`src/rtl/write_channels_resp_if.sv`:
```
// Write-channel bundle between a manager and the responder (aw/w/b) plus
// the responder's line-write port toward the DRAM-side store.
interface write_channels_resp_if #(
    parameter int BEATS   = 4,
    parameter int LADDR_W = 28
);
    logic                  awvalid;
    logic                  awready;
    logic [3:0]            awid;
    logic [31:0]           awaddr;
    logic [5:0]            awatop;

    logic                  wvalid;
    logic                  wready;
    logic [31:0]           wdata;
    logic                  wlast;

    logic                  bvalid;
    logic                  bready;
    logic [3:0]            bid;
    logic                  bcomp;

    logic                  lw_valid;
    logic                  lw_ready;
    logic [LADDR_W-1:0]    lw_addr;
    logic [32*BEATS-1:0]   lw_data;

    modport slave (
        input  awvalid, awid, awaddr, awatop,
        input  wvalid, wdata, wlast,
        input  bready,
        input  lw_ready,
        output awready, wready, bvalid, bid, bcomp,
        output lw_valid, lw_addr, lw_data
    );

    modport master (
        output awvalid, awid, awaddr, awatop,
        output wvalid, wdata, wlast,
        output bready,
        output lw_ready,
        input  awready, wready, bvalid, bid, bcomp,
        input  lw_valid, lw_addr, lw_data
    );
endinterface

```
`src/rtl/write_channels_resp.sv`:
```
// Write-channel responder: takes one aw handshake and a BEATS x 32-bit burst,
// writes the assembled line, then answers on b with the captured id.
module write_channels_resp #(
    parameter int BEATS   = 4,
    parameter int LADDR_W = 28
) (
    input  logic                 clk,
    input  logic                 rst_n,
    write_channels_resp_if.slave bus
);
    localparam int               CNT_W    = $clog2(BEATS + 1);
    localparam int               IDX_W    = $clog2(BEATS);
    localparam logic [CNT_W-1:0] LAST_IDX = CNT_W'(BEATS - 1);
    localparam logic [CNT_W-1:0] MAX_CNT  = CNT_W'(BEATS);

    typedef enum logic [1:0] {IDLE, DATA, LINE, RESP} state_t;

    state_t                  state;
    state_t                  state_nxt;
    logic [3:0]              id_q;
    logic [LADDR_W-1:0]      addr_q;
    logic                    err_q;
    logic [CNT_W-1:0]        beat_cnt;
    logic [BEATS-1:0][31:0]  line_q;

    logic aw_hs;
    logic w_hs;
    logic lw_hs;
    logic b_hs;
    logic wlast_bad;
    logic unused_addr_bits;

    // Readies/valids come straight from the state, so each handshake only
    // needs the peer's side qualified here.
    assign aw_hs     = (state == IDLE) && bus.awvalid;
    assign w_hs      = (state == DATA) && bus.wvalid;
    assign lw_hs     = (state == LINE) && bus.lw_ready;
    assign b_hs      = (state == RESP) && bus.bready;
    assign wlast_bad = (beat_cnt != LAST_IDX);

    assign unused_addr_bits = ^bus.awaddr[3:0];

    always_ff @(posedge clk or negedge rst_n) begin
        if (!rst_n) begin
            state <= IDLE;
        end else begin
            // NOTE: sequential state uses non-blocking assignments so every
            // register samples pre-edge values regardless of block order.
            state <= state_nxt;
        end
    end

    always_comb begin
        // NOTE: default first so no path through the case leaves state_nxt
        // unassigned, which would infer a latch.
        state_nxt = state;
        unique case (state)
            IDLE: if (aw_hs) state_nxt = DATA;
            DATA: if (w_hs && bus.wlast) state_nxt = (err_q || wlast_bad) ? RESP : LINE;
            LINE: if (lw_hs) state_nxt = RESP;
            RESP: if (b_hs) state_nxt = IDLE;
            default: state_nxt = IDLE;
        endcase
    end

    always_ff @(posedge clk or negedge rst_n) begin
        if (!rst_n) begin
            id_q     <= '0;
            addr_q   <= '0;
            err_q    <= 1'b0;
            beat_cnt <= '0;
            // NOTE: the line register is reset because lw_data must read
            // zero out of reset; plain storage arrays elsewhere would not be.
            line_q   <= '0;
        end else if (aw_hs) begin
            id_q     <= bus.awid;
            addr_q   <= bus.awaddr[LADDR_W+3:4];
            err_q    <= |bus.awatop;
            beat_cnt <= '0;
            line_q   <= '0;
        end else if (w_hs) begin
            // Beats past the line width are drained without being stored.
            if (beat_cnt != MAX_CNT) begin
                line_q[beat_cnt[IDX_W-1:0]] <= bus.wdata;
                beat_cnt                    <= beat_cnt + CNT_W'(1);
            end
            if (bus.wlast && wlast_bad) begin
                err_q <= 1'b1;
            end
        end
    end

    assign bus.awready  = (state == IDLE);
    assign bus.wready   = (state == DATA);
    assign bus.lw_valid = (state == LINE);
    assign bus.bvalid   = (state == RESP);
    assign bus.bcomp    = (state == RESP) && !err_q;
    assign bus.bid      = id_q;
    assign bus.lw_addr  = addr_q;
    assign bus.lw_data  = line_q;
endmodule

```
`src/flat_wrapper.sv`:
```
// flat-port wrapper written by rule: the top's interface ports become plain ports
module write_channels_resp_flat 
#(
    parameter int BEATS   = 4,
    parameter int LADDR_W = 28
)
  (clk, rst_n, bus_awvalid, bus_awid, bus_awaddr, bus_awatop, bus_wvalid, bus_wdata, bus_wlast, bus_bready, bus_lw_ready, bus_awready, bus_wready, bus_bvalid, bus_bid, bus_bcomp, bus_lw_valid, bus_lw_addr, bus_lw_data);
  write_channels_resp_if #(.BEATS(BEATS), .LADDR_W(LADDR_W)) bus_i ();
  input  logic clk;
  input  logic rst_n;
  input wire logic [$bits(bus_i.awvalid)-1:0] bus_awvalid;
  input wire logic [$bits(bus_i.awid)-1:0] bus_awid;
  input wire logic [$bits(bus_i.awaddr)-1:0] bus_awaddr;
  input wire logic [$bits(bus_i.awatop)-1:0] bus_awatop;
  input wire logic [$bits(bus_i.wvalid)-1:0] bus_wvalid;
  input wire logic [$bits(bus_i.wdata)-1:0] bus_wdata;
  input wire logic [$bits(bus_i.wlast)-1:0] bus_wlast;
  input wire logic [$bits(bus_i.bready)-1:0] bus_bready;
  input wire logic [$bits(bus_i.lw_ready)-1:0] bus_lw_ready;
  output wire logic [$bits(bus_i.awready)-1:0] bus_awready;
  output wire logic [$bits(bus_i.wready)-1:0] bus_wready;
  output wire logic [$bits(bus_i.bvalid)-1:0] bus_bvalid;
  output wire logic [$bits(bus_i.bid)-1:0] bus_bid;
  output wire logic [$bits(bus_i.bcomp)-1:0] bus_bcomp;
  output wire logic [$bits(bus_i.lw_valid)-1:0] bus_lw_valid;
  output wire logic [$bits(bus_i.lw_addr)-1:0] bus_lw_addr;
  output wire logic [$bits(bus_i.lw_data)-1:0] bus_lw_data;
  assign bus_i.awvalid = bus_awvalid;
  assign bus_i.awid = bus_awid;
  assign bus_i.awaddr = bus_awaddr;
  assign bus_i.awatop = bus_awatop;
  assign bus_i.wvalid = bus_wvalid;
  assign bus_i.wdata = bus_wdata;
  assign bus_i.wlast = bus_wlast;
  assign bus_i.bready = bus_bready;
  assign bus_i.lw_ready = bus_lw_ready;
  assign bus_awready = bus_i.awready;
  assign bus_wready = bus_i.wready;
  assign bus_bvalid = bus_i.bvalid;
  assign bus_bid = bus_i.bid;
  assign bus_bcomp = bus_i.bcomp;
  assign bus_lw_valid = bus_i.lw_valid;
  assign bus_lw_addr = bus_i.lw_addr;
  assign bus_lw_data = bus_i.lw_data;
  write_channels_resp #(.BEATS(BEATS), .LADDR_W(LADDR_W)) u_core (.clk(clk), .rst_n(rst_n), .bus(bus_i));
endmodule
```
`config.mk`:
```
export PLATFORM = sky130hd
export DESIGN_NAME = write_channels_resp_flat
export DESIGN_NICKNAME = d
export VERILOG_FILES = /design/src/rtl/write_channels_resp_if.sv /design/src/rtl/write_channels_resp.sv /design/src/flat_wrapper.sv
export SDC_FILE = /design/constraint.sdc
export NUM_CORES = 1
export LEC_CHECK = 0
export ABC_AREA = 1
export CAP_MARGIN = 20
export CORE_MARGIN = 10
export CORE_UTILIZATION = 30
export CTS_CLUSTER_DIAMETER = 30
export DETAILED_ROUTE_END_ITERATION = 10
export SLEW_MARGIN = 20
export SYNTH_ARGS = -nofsm -noshare
export SYNTH_HDL_FRONTEND = slang
export SYNTH_SLANG_ARGS = --single-unit
```
`constraint.sdc`:
```
create_clock -name clk -period 1.74 [get_ports clk]
set_input_delay 0.261 -clock clk [delete_from_list [all_inputs] [get_ports clk]]
set_output_delay 0.261 -clock clk [all_outputs]
set_load 0.005 [all_outputs]
```
==> results by group <==
Synthesis
  • Post-Synth Simple-Gate Area: 32.68%
  • Synth cell count leaders: nand2_1 (347), dfrtp_1 (166), nand3_1 (132)
  • Post-synthesis instance total: 824
  • Synth Area in Compound Gates: 0.5959%
  • Synth area leaders: dfrtp_1 (58%), nand2_1 (18%), nand3_1 (9.3%), buf_2 (2.5%), inv_1 (2.1%)
  • Post-synth EDFFs: 0
  • Synth Register Bits: around 170
  • Top cell type's share of synthesized area: 58.18%
  • Syn. warnings: 0
  • Post-synthesis mux area share: 0%
  • Synthesized Nets: 915
  • Most frequently used cell type in the post-synthesis netlist: nand2_1
  • Ys flop type: dfrtp_1
  • Main combinational cell family by area after synthesis: simple AND/OR/NAND/NOR gates
  • Seq/Total Area, Yosys: about three fifths
  • Synth Area in Adders: 1.753%
  • XOR/XNOR share of the synthesized area: 0%
  • FFs w/ async S/R, synth: 100.0%
  • Dominant cell type by area after synthesis: dfrtp_1
  • Synthesized area per cell: 8.664 um^2
  • Mapped Area: 7139 um^2
  • Synth cell types: 22

Critical path
  • Reg2Reg Setup Slack: 0.09 ns
  • Reg-to-reg endpoint: u_core.bus.lw_data[79]$_DFFE_PN0P_
  • CP max stage delay: 0.42 ns
  • Arrival time worst endpoint: ~1.4 ns
  • WP data required: 1.48 ns
  • Crit. End Element: primary output
  • WS Path Type: reg2out
  • Crit path cell chain: buf_4 -> ha_4 -> dlygate4sd2_1
  • FF-to-FF Start: u_core.state[0]$_DFFE_PN0P_
  • Critical Path Start Type: flop
  • Bufs and invs on worst path: 2
  • Top delay family on crit path: buffers and inverters
  • Slowest cell on the critical path: dfrtp_1
  • R2R cell count: 9
  • Max FO, Critical Path: 4

Timing
  • Final setup TNS: 0 ns
  • Hold Fails Final Rpt: 0
  • Max_slew headroom: 69.88%
  • Final-report setup violation count: 0
  • Unrepaired setup endpoints after global routing: true
  • Min Tclk post-route: 1.684 ns
  • Skew final: 0.009005 ns
  • Max Slew Vio Count: 0
  • Maximum clock rate: slightly below 0.6 GHz
  • Pin slew with the least headroom to its limit: 0.4518 ns
  • Fin crit share: 96.77%

Power and ir drop
  • VDD IR max: 691.5 uV
  • Seq pwr share: approximately 36%
  • Switching power: 5.398 mW
  • Int Pwr: 10.53 mW
  • Leak: 5.518 nW
  • Pwr/cell area: roughly 1500 nW/um^2
  • Tot Pwr: 15.93 mW
  • Clock Power Share: around 24%
  • Comb pwr share: between 40% and 50%
  • Switch share: 33.88%

Layout
  • Final Cell Area: 10,890 um^2
  • Diode count: 0
  • Fraction of layout cells with a size suffix above 1: 9.515%
  • Area Growth Syn to Fin: 52.47%
  • Total Nets Final: 1,172
  • Final design utilization: a little under half

Global routing
  • Vias in the first global route: 6,621
  • GRT Total Usage: 16.16%
  • Met2 Resource Use GR: roughly a quarter
  • Layer carrying the most global-route usage: met2
  • Grt met1 use: between 10% and 20%
  • Grt total ovfl: 0
  • Pin count of the biggest net entering global routing: 56
  • Met3 global-route usage: under 10%
  • Initial antenna violation count: 0
  • First-pass GRT wire length: 38,990 um

Routing
  • Post-route ant nets: 0
  • Avg Vias per Cell: about 4.6
  • First drt pass iteration count: 5
  • WL/cell: about 18 um
  • Initial drt markers: around 450
  • Drt drc: 0
  • WL final: 25,170 um
  • DR vias: approximately 6,400

Run
  • Total of max-cap violations: 0

Floorplan
  • Die Width: 174.3 um
  • Initial Util: between 30 and 40%
  • I/O pin total: around 250
  • Full die area: 30,370 um^2
  • Core area: 23,470 um^2
  • Num rows: 56
  • Die height: 174.3 um

Clock tree
  • Clock sink count: 166
  • CTS buffer count: 17
  • Clk slew on worst S/H paths: approximately 0.070 ns
  • CTS Root Cell: clkbuf_16
  • CTS HTree Levels: 4
  • Worst-skew pair later-pin latency: 0.43 ns
  • TritonCTS clock tree: done
  • CTS Buffer Depth: 2

Placed design
  • Area of placed instances: 10,120 um^2
  • Final GP Congestion: 0.8171
  • Dpl hpwl: 17,930 um
  • Port Buffers: between 200 and 250

Min path
  • Hold Crit Class: in2async

Run status
  • Outcome: finished clean
==> layout by cell type, fill, tap and decap left out, types with 6 or more instances in the layout <==
cell and n:
nand3_1 132, clkbuf_16 19, ha_1 7, clkdlybuf4s50_1 235
buf_12 15, nand4_1 20, buf_4 25, inv_2 6
dfrtp_1 166, nand2_1 346, inv_1 37, nor2_1 35
==> registers in the layout, summed over array words and instances, names as in the netlist <==
register,cells
u_core.bus.lw_addr,28
u_core.beat_cnt,3
u_core.err_q,1
u_core.bus.bid,4
u_core.state,2
u_core.bus.lw_data,128
==> how the worst max path moves through the flow <==
| stage | slack (ns) | end | cells after the start | startpoint |
|---|---|---|---|---|
| after floorplan | 0.30 | u_core.bus.lw_data[0]$_DFFE_PN0P_ | 8 | u_core.state[0]$_DFFE_PN0P_ |
| after global placement | 0.05 | u_core.bus.lw_data[65]$_DFFE_PN0P_ | 7 | bus_awvalid |
| after detailed placement | 0.03 | u_core.bus.lw_data[27]$_DFFE_PN0P_ | 9 | u_core.state[1]$_DFFE_PN0P_ |
| after CTS | 0.01 | bus_wready | 3 | u_core.state[0]$_DFFE_PN0P_ |
| after global routing | -0.005 | u_core.bus.lw_data[92]$_DFFE_PN0P_ | 9 | u_core.state[0]$_DFFE_PN0P_ |
| final | 0.06 | bus_wready | 3 | u_core.state[0]$_DFFE_PN0P_ |
==> cell families after synthesis <==
logic type	after synthesis
buffers and inverters	96
AND/OR/NAND/NOR	545
AO/OA/AOI/OAI	7
adder cells (fa/ha/maj)	10
flip-flops	166
==> layer usage <==
layer	vias up	part of all wire, %
met2	236	46
met3	25	9.7
met5	-	0
met1	3075	43
met4	0	1.3
li1	3110	-
==> power by group through the flow <==
stage / combinational, mW / sequential (mW) / clock, mW
global route: 7.03 / 5.87 / 4.11
global placement: 6.11 / 5.74 / 0
detailed placement: 6.17 / 5.77 / 0
finish: 6.36 / 5.72 / 3.85
CTS: 6.30 / 5.72 / 3.96
floorplan: 2.30 / 5.79 / 0
==> metrics by stage <==
stage / hold slack [ns] / instances / worst slack (ns)
after floorplan: -0.03459 / 824 / 0.2969
after detailed placement: 0.2039 / 1369 / 0.02559
final: 0.3119 / 1412 / 0.05620
after global routing: 0.3317 / 1412 / -0.004891
after CTS: 0.3214 / 1407 / 0.009790
after global placement: 0.2024 / 1369 / 0.05148
==> final cells by class <==
| class | count | area (um^2) |
|---|---|---|
| repair buffers | 288 | 3012 |
| clock buffers | 17 | 425.4 |
| clock inverters | 14 | 166.4 |
| flip-flops and latches | 166 | 4154 |
| multi-input cells | 562 | 2546 |
| fillers | 2288 | 12590 |
| well taps | 319 | 399.1 |
| inverters | 46 | 182.7 |
==> what timing repair did <==
action / in CTS / in global routing
hold endpoints to repair: 35 / 0
pin swaps: 0 / 0
hold buffers: 1 / 0
gates resized for setup: 17 / 12
endpoints found under the setup margin: 5 / 57
setup buffers: 6 / 3
cloned: 0 / 2
(Power assumes the default switching activity.)
